===== src/rtl/fixed_point_divider.sv =====
// fixed_point_divider: sequential signed M.Q fixed-point divider, radix-2 restoring, one quotient bit per cycle
module fixed_point_divider #(
  parameter int M = 15,
  parameter int Q = 16,
  localparam int W = M + Q + 1,
  localparam int N = W + Q
) (
  input  logic         clk,
  input  logic         rst_n,
  input  logic         in_valid,
  output logic         in_ready,
  input  logic [W-1:0] dividend,
  input  logic [W-1:0] divisor,
  output logic         out_valid,
  input  logic         out_ready,
  output logic [W-1:0] quotient,
  output logic         overflow,
  output logic         div_by_zero
);
  localparam logic [1:0] IDLE = 2'd0, DIV = 2'd1, FIX = 2'd2, DONE = 2'd3;
  localparam int CW = $clog2(N + 1);
  localparam logic [W-1:0] MAXP = {1'b0, {(W-1){1'b1}}};
  localparam logic [W-1:0] MAXN = {1'b1, {(W-1){1'b0}}};
  logic [1:0]    state;
  logic [CW-1:0] cnt;
  logic          sign, a_neg;
  logic [W-1:0]  rem, den, a_mag, b_mag;
  logic [N-1:0]  num, mq;
  logic [W:0]    rem_sh;
  logic          ge, ovf;
  assign a_mag = dividend[W-1] ? -dividend : dividend;
  assign b_mag = divisor[W-1] ? -divisor : divisor;
  assign rem_sh = {rem, num[N-1]};
  assign ge = rem_sh >= {1'b0, den};
  // a negative result may reach one past the positive limit (the most-negative word)
  assign ovf = mq > {{Q{1'b0}}, sign ? MAXN : MAXP};
  assign in_ready = rst_n && state == IDLE;
  always_ff @(posedge clk) begin
    if (!rst_n) begin
      state       <= IDLE;
      cnt         <= '0;
      sign        <= 1'b0;
      a_neg       <= 1'b0;
      rem         <= '0;
      den         <= '0;
      num         <= '0;
      mq          <= '0;
      out_valid   <= 1'b0;
      quotient    <= '0;
      overflow    <= 1'b0;
      div_by_zero <= 1'b0;
    end else begin
      case (state)
        IDLE: if (in_valid) begin
          sign  <= dividend[W-1] ^ divisor[W-1];
          a_neg <= dividend[W-1];
          rem   <= '0;
          num   <= {a_mag, {Q{1'b0}}};
          den   <= b_mag;
          mq    <= '0;
          cnt   <= CW'(N);
          state <= DIV;
        end
        DIV: begin
          rem   <= ge ? W'(rem_sh - {1'b0, den}) : rem_sh[W-1:0];
          num   <= num << 1;
          mq    <= {mq[N-2:0], ge};
          cnt   <= cnt - 1'b1;
          state <= cnt == CW'(1) ? FIX : DIV;
        end
        FIX: begin
          div_by_zero <= den == '0;
          overflow    <= den != '0 && ovf;
          quotient    <= den == '0 ? (a_neg ? MAXN : MAXP) :
                         ovf ? (sign ? MAXN : MAXP) :
                         sign ? -mq[W-1:0] : mq[W-1:0];
          out_valid   <= 1'b1;
          state       <= DONE;
        end
        default: if (out_ready) begin
          out_valid   <= 1'b0;
          overflow    <= 1'b0;
          div_by_zero <= 1'b0;
          state       <= IDLE;
        end
      endcase
    end
  end
endmodule


===== config.mk =====
export PLATFORM = sky130hd
export DESIGN_NAME = fixed_point_divider
export DESIGN_NICKNAME = d
export VERILOG_FILES = /design/src/rtl/fixed_point_divider.sv
export SDC_FILE = /design/constraint.sdc
export NUM_CORES = 1
export LEC_CHECK = 0
export ABC_AREA = 1
export CAP_MARGIN = 20
export CORE_UTILIZATION = 54
export DETAILED_ROUTE_END_ITERATION = 7
export PLACE_DENSITY = 0.78
export SYNTH_ARGS = -nofsm -noshare
export SYNTH_HDL_FRONTEND = slang
export SYNTH_SLANG_ARGS = --single-unit

===== constraint.sdc =====
create_clock -name clk -period 3.3 [get_ports clk]
set_clock_uncertainty 0.15 [all_clocks]
set_input_delay 0.66 -clock clk [delete_from_list [all_inputs] [get_ports clk]]
set_output_delay 0.66 -clock clk [all_outputs]
set_load 0.05 [all_outputs]

== After elaboration in Yosys (flattened, before gate mapping) ==
Cells that the tools add are included.
Operators by class
  add/sub/neg operators: 5
  order comparisons: 2
  equality and inequality tests: 4
  mux-type cells: 24
  bitwise logic cells: 2
  reduce and logical (&&, ||, !) cells: 13
Operator list (count)
  $mux 32: 9
  $pmux 48 s2: 2
  $mux 48: 2
  $neg 32->32: 3
  $pmux 32 s2: 1
  $gt 48x32->1: 1
  $ge 33x32->1: 1
  $logic_not 32->1: 1
  $reduce_bool 32->1: 1
  $sub 32x32->32: 1
  $pmux 6 s2: 1
  $reduce_and 2->1: 4
  $eq 6x1->1 const B: 1
  $mux 2: 3
  $mux 6: 1
  $pmux 1 s2: 3
  $pmux 2 s3: 1
  $sub 6x1->6 const B: 1
  $reduce_bool 2->1: 2
  $reduce_bool 4->1: 1
  $eq 2x1->1 const B: 1
  $eq 2x2->1 const B: 1
  $logic_and 1x1->1: 2
  $logic_not 2->1: 1
  5 further kinds: 5
Word-level totals
  register bits after elaboration: 205
  input port bits: 68
  output and inout bits: 36
  word-level logic and storage cells: 62

== Longest topological paths before layout ==
  depth in word-level cells: 4
  mapped depth: 21
  depth with buffers taken out: 18

== Worst setup path before layout ==
Ideal clock, no wire load.
  kind: register to register
  start: register sign
  end: register quotient[10]
  library setup time: 0.128 ns
  arrival: 2.880 ns
  required time: 3.022 ns
  slack: 0.141 ns
  cell stages (with the launch flop): 15
  path buffers: 3
  clock period less this slack: 3.159 ns
  cells stage by stage: dfxtp_1 buf_2 inv_1 clkbuf_1 ha_1 nand2_1 nor2_2 nand4_1 nor3_1 nand3_1 nand3_1 buf_4 nand2_1 nand2_1 a21oi_1
On the way
  cells in the longest elaborated chain, start to end: 4
  elaborated cells between the ends (all ways): 5
  classes of those cells: 1 x order compare; 4 x mux
RTL lines
  start, declared: line 26  | logic sign, a_neg;
  start signal, assigned: line 55  | sign <= dividend[W-1] ^ divisor[W-1];
  $mux 32: line 36, 75
  $gt 48x32->1: line 36  | assign ovf = mq > {{Q{1'b0}}, sign ? MAXN : MAXP};
  $mux 32 (*): line 75  | ovf ? (sign ? MAXN : MAXP) :
  $mux 32 (*): line 74  | quotient <= den == '0 ? (a_neg ? MAXN : MAXP) :
  end signal, assigned: line 74
  end, declared: line 16  | output logic [W-1:0] quotient,
Mark *: on every way between the ends. The rest lies on a longest branch, timed or not.
A chain may end at the register's enable or synchronous reset.

== Worst setup path in the final report ==
  start: register sign
  end: register quotient[25]
Same word-level chain as after synthesis.

==> metrics.txt <==
Placer Congestion=0.9432; total die area=25730 um2; status=finished, final reports clean; WP data arrival=3.02 ns; # setup viols final=0; Post-DP HPWL=28.48 mm; Area after DPL=14810 um2; Power Density=433.6 nW/um2; DR vias/cell=roughly 5.6; Post-layout nets=around 2.4k; core area=24460 um2; Worst IR Drop VDD=roughly 0.00029 V; DRC violations left=0; Hold Buf Count CTS=0; Rows=57; fin crit share=86.59%; setup TNS=0 ns; Primary FF master, synth=dfxtp_1; # IOs=104; antenna-violating nets left=0; Slew Limit Fails=0; Total Routing Usage GR=30.20%; post-CTS setup buffer count=0; Iter 0 DRT Violations=939; CP delay by family, top=buffers and inverters; Crit. End Element=flop; commonest non-fill, non-tap cell in the layout=nand2_1; Leakage Power=7.249 nW; RSZ-0062 raised after global routing=false; Post-synth EDFFs=0; Skew-Pair Late Insertion Delay=0.44 ns; largest net degree at the start of global routing=102; first-pass GRT wire length=63.71 mm; share of layout cells above drive strength 1=4.382%; drt total wl=39.09 mm; Layout area overhead=13.72%; Overflow after GRT=0; Fin. Hold Viols=0; Slowest-stage cell, CP=dfxtp_2; vias in the first global route=approximately 13k; FFs w/ async S/R, synth=0%; synth warn=0; Max-Cap Viols=0; DR vias=14.35k; Yosys reg bits=189; CTS resizes=0; Seq/Total Area, Yosys=between 20% and 30%; Post-Place Cells=between 2k and 3k; CP bufs+invs=4; WHS=0.3185 ns; DR WL/cell=15.13 um; CP Cell Sequence=buf_12 -> inv_1 -> buf_4 -> ha_1 -> nand4_1 -> nor3_1 -> nand3_1 -> nand3_1 -> buf_4 -> nand2_1 -> nand2_1 -> a21oi_1; Syn Area/Cell=6.182 um2; worst-path fanout max=64; Die H=160.4 um; Clock Pin Slew Worst Setup and Hold Paths=~0.08 ns; area taken by multi-input logic gates=8476 um2; Final Non-Filler Cells=2584; final worst slack=~0.44 ns; number of fill cells=2313; Max stage delay on crit path=about 0.34 ns; TritonCTS Sinks=189; WS Path Type=reg -> reg; Root Driver=clkbuf_16; relative max-transition margin=between 50 and 60%; PortBufs=103; hold crit path type=reg -> reg; H-Tree Depth=4; CP required=3.46 ns; most frequent cells in the layout=nand2_1, a21oi_1, inv_1; starting density of the core=55.40%; Register Area=3785 um2; Place WS=0.3617 ns; antenna violations before repair=1; Cells after Synth=approximately 2.2k; total CTS buffers=17; Setup crit start kind=flop; Max Fclk=349.9 MHz; Cell Area, Synth=13550 um2; Design Area, Final=15410 um2; synth unique cells=46; TritonCTS clock tree=done; Die X=160.4 um; min Tclk post-route=approximately 2.9 ns; Slew @ Worst Pin=0.7272 ns; DR pass1 iterations=7; Net Count, Synth=2334; Clock Tree Buf Depth=2
==> layout make-up <==
cell class                      count  area share, %
Multi-Input combinational cell   1683          55.00
Sequential cell                   189          24.56
Timing Repair Buffer              128          8.346
Inverter                          228          5.578
Clock buffer                       19          2.874
Tap cell                          324          2.631
Clock inverter                     12         0.9986
Antenna cell                        1        0.01624
==> per-layer routing <==
layer | vias to the layer above | GRT usage, % | share of wire [%]
met5 | - | 0 | 0
met4 | 0 | 12.60 | 3.1
met3 | 84 | 4.675 | 6.0
met2 | 466 | 51.10 | 47
met1 | 6573 | 38.10 | 44
li1 | 7225 | - | -
==> per-stage QoR <==
stage               power [mW]  util [%]
global route             7.036     63.00
CTS                      6.674     62.99
detailed placement       4.536     60.55
global placement         4.500     60.55
finish                   6.683     63.00
floorplan                3.966         -
==> worst reg2reg max path: cells and delay by family, from the launching register on <==
kind | cells | cell delay, ns
buf+inv | 4 | 0.97
fa+ha+maj | 1 | 0.30
simple gates | 6 | 0.91
flops | 1 | 0.34
compound gates | 1 | 0.07
==> report_power, final <==
part | switching [mW] | total (mW) | internal (mW)
logic | 1.33 | 2.00 | 0.668
clock network | 0.999 | 2.16 | 1.16
registers | 0.0897 | 2.52 | 2.43
total | 2.42 | 6.68 | 4.26
==> synth_stat cells, types with 2 or more instances <==
library cell / instances / area, um2
nor2_2: 8 / 50.05
buf_6: 7 / 78.83
nand3b_1: 28 / 210.2
o21ai_2: 3 / 26.28
nor3_1: 22 / 110.1
nand3_2: 4 / 40.04
or2_2: 6 / 37.54
nor3_2: 2 / 20.02
o21a_1: 2 / 15.01
o21bai_1: 8 / 60.06
nor4_1: 7 / 43.79
ha_1: 73 / 913.4
inv_2: 4 / 15.01
nand2_2: 3 / 18.77
o21ai_1: 4 / 20.02
o21ai_0: 128 / 640.6
nor2_1: 216 / 810.8
nand4_1: 29 / 181.4
inv_1: 221 / 829.6
nand2_1: 658 / 2470
nand2_4: 3 / 33.78
xnor2_1: 24 / 210.2
a221oi_1: 2 / 17.52
nand3_1: 137 / 685.7
buf_4: 7 / 52.55
xor2_1: 41 / 359.1
clkinv_1: 3 / 11.26
buf_1: 2 / 7.510
a31oi_1: 3 / 18.77
dfxtp_1: 189 / 3784
o211ai_1: 17 / 127.6
a21oi_1: 241 / 1206
a21o_1: 2 / 15.01
buf_2: 18 / 90.09
o221ai_1: 2 / 17.52
clkbuf_1: 58 / 217.7
==> flip-flops by register name (all words and copies together) (netlist names) <==
register,cells
sign,1
overflow,1
div_by_zero,1
mq,48
num,32
state,2
out_valid,1
quotient,32
a_neg,1
cnt,6
den,32
rem,32
==> path summary, 6_finish.rpt <==
path,start,end,slack [ns],depth (start not counted)
min,num[24],num[24],0.32,2
max reg2reg,sign,quotient[25],0.44,12
max,sign,quotient[25],0.44,12
min reg2reg,num[24],num[24],0.32,2
==> logic make-up after synthesis <==
family / synth area share, %
buffers and inverters: 9.611
flip-flops: 27.92
XOR/XNOR: 4.201
AND/OR/NAND/NOR: 34.99
AO/OA/AOI/OAI: 16.39
adder cells (fa/ha/maj): 6.888
(Power assumes the default switching activity.)
